`config.mk`:
```
export PLATFORM = sky130hd
export DESIGN_NAME = rptr_empty_ctrl_flat
export DESIGN_NICKNAME = d
export VERILOG_FILES = /design/src/rtl/rptr_empty_ctrl_if.sv /design/src/rtl/rptr_empty_ctrl.sv /design/src/flat_wrapper.sv
export SDC_FILE = /design/constraint.sdc
export NUM_CORES = 1
export LEC_CHECK = 0
export CORE_MARGIN = 8
export CORE_UTILIZATION = 25
export CTS_BUF_LIST = sky130_fd_sc_hd__clkbuf_16
export DETAILED_ROUTE_END_ITERATION = 16
export HOLD_SLACK_MARGIN = 0.1
export PLACE_DENSITY = 0.59
export SYNTH_ARGS = -nofsm -noshare
export SYNTH_HDL_FRONTEND = slang
export SYNTH_SLANG_ARGS = --single-unit
```
`constraint.sdc`:
```
create_clock -name r_clk -period 2.8 [get_ports r_clk]
set_clock_uncertainty 0.05 [all_clocks]
set_input_delay 0.56 -clock r_clk [delete_from_list [all_inputs] [get_ports r_clk]]
set_output_delay 0.56 -clock r_clk [all_outputs]
set_load 0.1 [all_outputs]
```
`src/rtl/rptr_empty_ctrl_if.sv`:
```
// Read-side FIFO pointer/status bundle between the read-domain
// controller and its user (the write-domain Gray pointer comes in,
// and status and the read address go out).
interface rptr_empty_ctrl_if #(
    parameter int ADDRBITS = 4
);
    logic [ADDRBITS:0]   wgrey;
    logic                rd_en;
    logic [ADDRBITS-1:0] raddr;
    logic [ADDRBITS:0]   rgrey;
    logic                rempty;
    logic                raempty;
    logic [ADDRBITS:0]   rcount;
    logic                rd_underflow;

    modport master (
        output wgrey, rd_en,
        input  raddr, rgrey, rempty, raempty, rcount, rd_underflow
    );

    modport slave (
        input  wgrey, rd_en,
        output raddr, rgrey, rempty, raempty, rcount, rd_underflow
    );
endinterface

```
`src/rtl/rptr_empty_ctrl.sv`:
```
// Read-domain pointer and status controller for the async FIFO.
// Synchronizes the Gray write pointer, advances the binary/Gray read
// pointers on qualified pops, and registers empty, almost-empty,
// occupancy and underflow status. Status is conservative: writes are
// seen only after synchronization, pops are seen on the consuming edge.
module rptr_empty_ctrl #(
    parameter int ADDRBITS = 4,
    parameter int AE_LEVEL = 2
) (
    input  logic               r_clk,
    input  logic               reset,
    rptr_empty_ctrl_if.slave   bus
);
    localparam int PW = ADDRBITS + 1;

    logic [PW-1:0] wq1;
    logic [PW-1:0] wq2;
    logic [PW-1:0] rbin;
    logic [PW-1:0] rgrey_q;
    logic [PW-1:0] rcount_q;
    logic          rempty_q;
    logic          raempty_q;
    logic          underflow_q;

    logic          rinc;
    logic [PW-1:0] rbin_next;
    logic [PW-1:0] rgrey_next;
    logic [PW-1:0] wbin_s;
    logic [PW-1:0] count_next;

    // Gray to binary: bit i is the XOR of all Gray bits from the MSB down to i.
    function automatic logic [PW-1:0] gray2bin(input logic [PW-1:0] g);
        logic [PW-1:0] b;
        b[PW-1] = g[PW-1];
        for (int i = PW - 2; i >= 0; i--) begin
            b[i] = b[i+1] ^ g[i];
        end
        return b;
    endfunction

    // Two-flop synchronizer for the write pointer; only wq2 is used downstream.
    always_ff @(posedge r_clk or negedge reset) begin
        if (!reset) begin
            wq1 <= '0;
            wq2 <= '0;
        end else begin
            wq1 <= bus.wgrey;
            wq2 <= wq1;
        end
    end

    // Pop qualification, next pointers and the occupancy seen after this edge.
    always_comb begin
        rinc       = bus.rd_en & ~rempty_q;
        rbin_next  = rbin + PW'(rinc);
        rgrey_next = (rbin_next >> 1) ^ rbin_next;
        wbin_s     = gray2bin(wq2);
        count_next = wbin_s - rbin_next;
    end

    // Pointer and status registers; rgrey leaves straight from a flop so the
    // write domain never sees a combinational glitch.
    always_ff @(posedge r_clk or negedge reset) begin
        if (!reset) begin
            rbin        <= '0;
            rgrey_q     <= '0;
            rcount_q    <= '0;
            rempty_q    <= 1'b1;
            raempty_q   <= 1'b1;
            underflow_q <= 1'b0;
        end else begin
            rbin        <= rbin_next;
            rgrey_q     <= rgrey_next;
            rcount_q    <= count_next;
            rempty_q    <= (rgrey_next == wq2);
            raempty_q   <= (count_next <= PW'(AE_LEVEL));
            underflow_q <= bus.rd_en & rempty_q;
        end
    end

    assign bus.raddr        = rbin[ADDRBITS-1:0];
    assign bus.rgrey        = rgrey_q;
    assign bus.rcount       = rcount_q;
    assign bus.rempty       = rempty_q;
    assign bus.raempty      = raempty_q;
    assign bus.rd_underflow = underflow_q;

endmodule

```
`src/flat_wrapper.sv`:
```
// flat-port wrapper written by rule: the top's interface ports become plain ports
module rptr_empty_ctrl_flat 
#(
    parameter int ADDRBITS = 4,
    parameter int AE_LEVEL = 2
)
  (r_clk, reset, bus_wgrey, bus_rd_en, bus_raddr, bus_rgrey, bus_rempty, bus_raempty, bus_rcount, bus_rd_underflow);
  rptr_empty_ctrl_if #(.ADDRBITS(ADDRBITS)) bus_i ();
  input  logic r_clk;
  input  logic reset;
  input wire logic [$bits(bus_i.wgrey)-1:0] bus_wgrey;
  input wire logic [$bits(bus_i.rd_en)-1:0] bus_rd_en;
  output wire logic [$bits(bus_i.raddr)-1:0] bus_raddr;
  output wire logic [$bits(bus_i.rgrey)-1:0] bus_rgrey;
  output wire logic [$bits(bus_i.rempty)-1:0] bus_rempty;
  output wire logic [$bits(bus_i.raempty)-1:0] bus_raempty;
  output wire logic [$bits(bus_i.rcount)-1:0] bus_rcount;
  output wire logic [$bits(bus_i.rd_underflow)-1:0] bus_rd_underflow;
  assign bus_i.wgrey = bus_wgrey;
  assign bus_i.rd_en = bus_rd_en;
  assign bus_raddr = bus_i.raddr;
  assign bus_rgrey = bus_i.rgrey;
  assign bus_rempty = bus_i.rempty;
  assign bus_raempty = bus_i.raempty;
  assign bus_rcount = bus_i.rcount;
  assign bus_rd_underflow = bus_i.rd_underflow;
  rptr_empty_ctrl #(.ADDRBITS(ADDRBITS), .AE_LEVEL(AE_LEVEL)) u_core (.r_clk(r_clk), .reset(reset), .bus(bus_i));
endmodule
```
# --- Word-level counts from Yosys, hierarchy flattened ---
# Index checks and enable logic that the tools add are counted.
word_totals:
  reg_bits: 28
  latchBits: 0
  ramBits: 0
  rom_bits: 0
  inputBits: 8
  elab_cells: 20
  mem_count: 0
classes:
  add_sub_neg: 2
  n_mul: 0
  div: 0
  n_lt_le_gt_ge: 1
  eq_ne: 1
  shift: 0
  muxes: 0
  bitwise: 8
  reduce_logical: 0
ops:
  columns: ["operator", "count"]
  rows:
  - ["5-bit by 1-bit adder with 5-bit output", 1]
  - ["5-bit == test", 1]
  - ["5-bit by 2-bit less-or-equal comparator with 1-bit output (second input constant)", 1]
  - ["5-bit subtractor", 1]
  - ["4-bit by 5-bit XOR with 5-bit output", 1]
  - ["1-bit XOR", 4]
  - ["1-bit AND", 2]
  - ["1-bit inverter", 1]

# --- Logic depth before layout (Yosys ltp) ---
depth:
  ltp_word: 6
  ltp_mapped: 9
  ltp_nobuf: 9

# --- Worst setup path after synthesis ---
# No wires, ideal clock.
synth_path:
  path_kind: "reg-to-reg"
  startpoint: "register u_core.rbin[0]"
  endpoint: "register u_core.raempty_q, in the netlist u_core.bus.raempty"
  arrival_ns: 2.719
  setup_slack_ns: -0.074
  stages_incl_launch_ff: 9
  path_buffers: 0
  cell_sequence: "dfrtp_1 -> ha_1 -> nand3_1 -> xor2_1 -> ha_1 -> a21o_1 -> a31oi_1 -> xnor2_1 -> a2111oi_2"
synth_between:
  elab_chain_len: 3
synth_lines:
  columns: ["element", "line", "rtl"]
  rows:
  - ["start: declaration", "rptr_empty_ctrl.sv:18", "logic [PW-1:0] rbin;"]
  - ["start signal: assignment", "rptr_empty_ctrl.sv:72", "rbin <= rbin_next;"]
  - ["5-bit by 1-bit adder with 5-bit output", "rptr_empty_ctrl.sv:55", "rbin_next = rbin + PW'(rinc);"]
  - ["5-bit subtractor", "rptr_empty_ctrl.sv:58", "count_next = wbin_s - rbin_next;"]
  - ["via u_core.count_next[4]", "rptr_empty_ctrl.sv:29", "logic [PW-1:0] count_next;"]
  - ["5-bit by 2-bit less-or-equal comparator with 1-bit output", "rptr_empty_ctrl.sv:76", "raempty_q <= (count_next <= PW'(AE_LEVEL));"]
  - ["end signal: assignment", "rptr_empty_ctrl.sv:76", null]
  - ["end: declaration", "rptr_empty_ctrl.sv:22", "logic raempty_q;"]
# The timed path passes the listed nets, and every way through them passes these cells.

# --- Worst setup path after layout ---
layout_path:
  startpoint: "input bus_rd_en"
  endpoint: "register u_core.raempty_q, in the netlist u_core.bus.raempty"
layout_between:
  elab_chain_len: 4
layout_lines:
  columns: ["element", "line", "rtl"]
  rows:
  - ["start: declaration", "flat_wrapper.sv:12", "input wire logic [$bits(bus_i.rd_en)-1:0] bus_rd_en;"]
  - ["1-bit AND", "rptr_empty_ctrl.sv:54", "rinc = bus.rd_en & ~rempty_q;"]
  - ["5-bit by 1-bit adder with 5-bit output", "rptr_empty_ctrl.sv:55", null]
  - ["via u_core.rbin_next[0]", "rptr_empty_ctrl.sv:26", "logic [PW-1:0] rbin_next;"]
  - ["5-bit subtractor", "rptr_empty_ctrl.sv:58", null]
  - ["via u_core.count_next[4]", "rptr_empty_ctrl.sv:29", null]
  - ["5-bit by 2-bit less-or-equal comparator with 1-bit output", "rptr_empty_ctrl.sv:76", null]
# The timed path passes the listed nets, and every way through them passes these cells.

==> qor.yml <==
status:
  status: "completed"
worst_setup_path:
  cp_data_arrival_time_ns: 2.80
  endpoint_kind: "register"
  path_delay_family: "adder cells"
  cp-start-kind: "primary input"
  crit_buf_inv: 3
  crit_fanout: 3
  r2r_cells: 9
  r2r_slack_ns: 0.17
  reg2reg_to: "u_core.bus.raempty$_DFF_PN1_"
  crit_chain: "clkdlybuf4s50_1 -> nor2b_4 -> buf_4 -> ha_1 -> ha_1 -> inv_1 -> fa_1 -> a31oi_1 -> xnor2_1 -> a2111oi_2"
  path_class: "primary input to register"
  slowest_delay_ns: 0.42
  reg2reg_from: "u_core.wq2[4]$_DFF_PN0_"
  cp.required_ns: 2.91
  slowest_stage: "clkdlybuf4s50_1"
  crit_path_frequent_cell: "ha_1"
  crit_cells: 10
final_layout:
  final_cell_mix: "31 x buf_4, 24 x dfrtp_1, 15 x xnor2_1, 7 x inv_1, 7 x clkdlybuf4s50_1"
  final_common_cell: "buf_4"
  area_delta_synth_final_pct: 40.8
  n_antenna_cell: 0
  multi_input_area_um2: 475
  drive_gt1_share_pct: 35.5
  seqCellArea_um2: 683
  fillers: 414
  nets: 137
floorplan:
  die_h_um: 84.0
  ios: 25
  fp-row-count: 24
  dieArea_mm2: 0.00706
  die_w_um: 84.0
  coreArea_mm2: 0.00441
  initial_utilization_pct: 26.2
cts:
  post_cts_resized: 0
  cts_sinks: 27
  numCtsBuffers: 3
  ctsHtreeMaxLevel: 1
  clock_latency_ns: 0.26
  cts_tree: "done"
  cts_hold_buffers: 0
  postCtsSetupBuffers: 0
  clk_path_buf_depth: 2
  cts_root_buf: "clkbuf_16"
  clk_pin_slew_ns: 0.06
sta:
  setup_viol: 0
  worst_pin_slew_ns: 0.425
  max_freq_ghz: 0.371
  fin_ws_ns: 0.106
  period_share_pct: 96.2
  max-slew-margin-rel_pct: 71.5
  drv_slew: 0
  finalHoldViolations: 0
  fin_crit_ns: 2.69
global_route:
  grt_overflow: 0
  antenna_found_initial: 0
  grt_pass1_vias: 779
  grt_usage_pct: 6.34
  grt_first_pass_wirelength_mm: 3.61
  grt_max_degree: 28
route:
  dr.pass1.iters: 2
  vias: 692
  via_per_inst: 4.00
  drcViolationCount: 0
  drt-initial-drc-count: 21
  ant_nets: 0
  totalWireLength_mm: 2.12
  wl_per_cell_um: 12.3
flow_run:
  max_cap_viol_count: 0
yosys:
  synthCells: 81
  netlist_area_mm2: 0.00116
  ys_types: 22
  synth-seq-cells: 27
  syn-num-nets: 96
  yosysSeqAreaShare_pct: 58.7
  yosysWarnings: 0
  postSynthAreaPerCell_um2: 14.3
hold_path:
  hold_path.class: "register to register"
  worstHoldPathCells: 0
  min_from: "u_core.wq1[2]$_DFF_PN0_"
  worst_hold_path.endpoint: "u_core.wq2[2]$_DFF_PN0_"
placement:
  gp_congestion: 0.874
  dp_slack_ns: -0.202
  dp_hpwl_mm: 1.65
  port_buffers: 24
==> cell type report <==
cell class	count	share of cell area (%)
multi-input combinational	46	29.2
clock inverter	1	0.231
clock buffer	3	4.61
sequential	27	42.0
tap	52	4.00
inverter	6	1.38
timing repair buffer	38	18.6
==> layer usage <==
metal  global-route usage [%]  vias to the layer above  wire length (µm)
li1                         -                      340                 -
met1                     7.25                      337               946
met2                     10.0                       15              1040
met3                     3.52                        0               136
met4                     1.41                        0                 0
met5                        0                        -                 0
==> worst register-to-register path, cell delays in order (launching register included) <==
cell and delay, ns:
dfrtp_1 0.39, xor3_2 0.51, xor2_2 0.18, xnor2_1 0.16, ha_1 0.16, inv_1 0.05, fa_1 0.38, a31oi_1 0.18
xnor2_1 0.13, a2111oi_2 0.33
==> cells in the mapped netlist, drive strengths merged <==
master	n	share of area (%)
fa	1	1.7
ha	6	6.5
dfstp	2	4.5
dfrtp	25	54
xor3	2	4.2
a31oi	1	0.54
a311oi	1	0.76
nor2b	2	1.1
nand2	1	0.32
inv	6	1.9
a21o	2	1.3
and3b	1	0.76
a2111oi	1	1.3
buf	2	1.3
and2	1	0.54
and4b	1	0.87
a21oi	2	0.87
nand3	2	0.87
nand4	1	0.54
xor2	6	4.5
xnor2	15	11
==> worst max path at each step <==
stage	to	start	slack, ns
floorplan	u_core.bus.raempty$_DFF_PN1_	u_core.rbin[2]$_DFF_PN0_	0.06
global placement	u_core.bus.raempty$_DFF_PN1_	bus_rd_en	-0.21
detailed placement	u_core.bus.raempty$_DFF_PN1_	bus_rd_en	-0.20
CTS	u_core.bus.raempty$_DFF_PN1_	bus_rd_en	0.05
global route	u_core.bus.raempty$_DFF_PN1_	bus_rd_en	-0.01
finish	u_core.bus.raempty$_DFF_PN1_	bus_rd_en	0.11
==> flip-flops by register name (all words and copies together), names as in the netlist <==
register / flops
u_core.bus.raempty: 1
u_core.bus.rcount: 5
u_core.bus.rd_underflow: 1
u_core.bus.rempty: 1
u_core.bus.rgrey: 4
u_core.rbin: 5
u_core.wq1: 5
u_core.wq2: 5
==> metrics by stage <==
step	hold WS (ns)	cells	cell area, µm²	utilization (%)	setup TNS, ns
6_report	0.297	173	1630	36.9	0
5_1_grt	0.301	173	1630	36.9	-0.00969
4_1_cts	0.299	173	1590	36.1	0
3_5_place_dp	0.285	169	1510	34.3	-0.264
3_3_place_gp	0.283	169	1510	34.3	-0.278
2_1_floorplan	0.214	81	1160	-	0
==> cell families after synthesis <==
group | count (synthesis) | share of synthesized area (%)
flops | 27 | 58.7
compound gates | 7 | 4.76
xor+xnor | 23 | 20.1
fa+ha+maj | 7 | 8.23
buf+inv | 8 | 3.25
simple gates | 9 | 4.98
Power is left out: the tool's default activity adds up to more than one toggle a clock period on the data nets, which glitch-free logic cannot reach.
==> edit, RTL diff (same settings) <==
`ADDRBITS` is set to 4 in 3 places; all go to 5.
--- a/src/rtl/rptr_empty_ctrl_if.sv
+++ b/src/rtl/rptr_empty_ctrl_if.sv
@@ -2,7 +2,7 @@
 // controller and its user (the write-domain Gray pointer comes in,
 // and status and the read address go out).
 interface rptr_empty_ctrl_if #(
-    parameter int ADDRBITS = 4
+    parameter int ADDRBITS = 5
 );
     logic [ADDRBITS:0]   wgrey;
     logic                rd_en;
--- a/src/rtl/rptr_empty_ctrl.sv
+++ b/src/rtl/rptr_empty_ctrl.sv
@@ -4,7 +4,7 @@
 // occupancy and underflow status. Status is conservative: writes are
 // seen only after synchronization, pops are seen on the consuming edge.
 module rptr_empty_ctrl #(
-    parameter int ADDRBITS = 4,
+    parameter int ADDRBITS = 5,
     parameter int AE_LEVEL = 2
 ) (
     input  logic               r_clk,
--- a/src/flat_wrapper.sv
+++ b/src/flat_wrapper.sv
@@ -1,7 +1,7 @@
 // flat-port wrapper written by rule: the top's interface ports become plain ports
 module rptr_empty_ctrl_flat 
 #(
-    parameter int ADDRBITS = 4,
+    parameter int ADDRBITS = 5,
     parameter int AE_LEVEL = 2
 )
   (r_clk, reset, bus_wgrey, bus_rd_en, bus_raddr, bus_rgrey, bus_rempty, bus_raempty, bus_rcount, bus_rd_underflow);
Interface: changed (resized bus_raddr, bus_rcount, bus_rgrey and bus_wgrey); port bits go from 25 to 29. The function was not compared with the original's and may differ.
==> edit against the unedited design <==
The flow now finishes with violations (setup timing); hold slack got worse by 0.0021 ns; cell area up 49%; wire length up 63%; sequential cell count grew 5; setup slack worse by 0.44 ns; via count rose by 67%; synthesized area up 37%; critical path depth up 1.
Power is not shown: default switching activity piles up to over one toggle a cycle in this logic, so the estimate is an artifact.
==> edit: results (changes against the unedited design) <==
Outcome
  • Violated checks: setup timing
  • Result of the run: finished, violations left (was finished, final reports clean)

Detailed routing
  • Routed metal-1 wire length: 1.53 mm (was 946 um)
  • Number of DRC violations after detailed-routing iteration 0: 104 (was 21)
  • Pre-antenna DRT Iters: 4 (was 2)
  • Total number of vias: 1157 (was 692)
  • DR vias/cell: 4.25 (was 4.00)

Logic synthesis
  • List of most frequent post-synthesis cells: sky130_fd_sc_hd__dfrtp_1 (30), sky130_fd_sc_hd__xnor2_1 (11), sky130_fd_sc_hd__xor2_1 (10) (was sky130_fd_sc_hd__dfrtp_1 (25), sky130_fd_sc_hd__xnor2_1 (15), sky130_fd_sc_hd__ha_1 (6), sky130_fd_sc_hd__inv_1 (6), sky130_fd_sc_hd__xor2_1 (6))
  • Share of synthesized cell area in full adder, half adder and majority cells: 5.83% (was 8.23%)
  • Xor and xnor fraction of the mapped netlist area: 18.3% (was 20.1%)
  • Number of nets in the synthesized netlist: 144 (was 96)

Worst hold path
  • WHS Endpoint: u_core.wq2[1] (was u_core.wq2[2])

Global routing
  • Wire length of the first global-routing pass: 5.66 mm (was 3.61 mm)
  • Pin count of the biggest net entering global routing: 33 (was 28)
  • Combined global-route utilization of all metal layers: 8.16% (was 6.34%)

Critical path
  • Worst Setup Path Type: reg2reg (was in2reg)
  • Master of the slowest instance on the critical path: sky130_fd_sc_hd__or4b_4 (was sky130_fd_sc_hd__clkdlybuf4s50_1)
  • Reg-to-Reg Start: u_core.wq2[5] (was u_core.wq2[4])
  • Data arrival time at the worst-slack endpoint: 3.28 ns (was 2.80 ns)
  • Dominant delay contributor by cell family on the critical path: XOR/XNOR gates (was adder cells)

Placement
  • Number of buffer cells added on primary ports: 28 (was 24)
  • Placer's final routability congestion estimate: 0.810 (was 0.874)

Timing
  • Hold WS: 0.295 ns (was 0.297 ns)
  • Fin worst setup slack: -0.338 ns (was 0.106 ns)
  • Setup TNS Final: -0.712 ns (was 0 ns)
  • Worst Tran Pin Value: 0.558 ns (was 0.425 ns)
  • Final number of setup-violating endpoints: 3 (was 0)

CTS
  • Number of clock buffers inserted by TritonCTS: 5 (was 3)

Final layout
  • Fraction of final layout cells with drive strength greater than 1: 48.7% (was 35.5%)
edit: cell families (layout without fill, tap and decap cells):
| logic type | after synthesis | count (layout) |
|---|---|---|
| xor+xnor | 25 | 25 |
| simple gates | 31 | 31 |
| compound gates | 22 | 22 |
| buf+inv | 13 | 78 |
| flops | 32 | 32 |
| fa+ha+maj | 7 | 7 |
edit: layout make-up:
cell class                      instances  share of cell area, %
Multi-Input combinational cell         85                   35.6
Sequential cell                        32                   33.4
Timing Repair Buffer                   60                   19.6
Clock buffer                            5                   5.17
Tap cell                               77                   3.98
Inverter                               10                   1.66
Clock inverter                          3                  0.569
edit: timing repair:
action | CTS | global route
buffers inserted | 4 | 4
setup endpoints to repair | 3 | 6
pin swaps | 8 | 6
resized for setup | 6 | 12
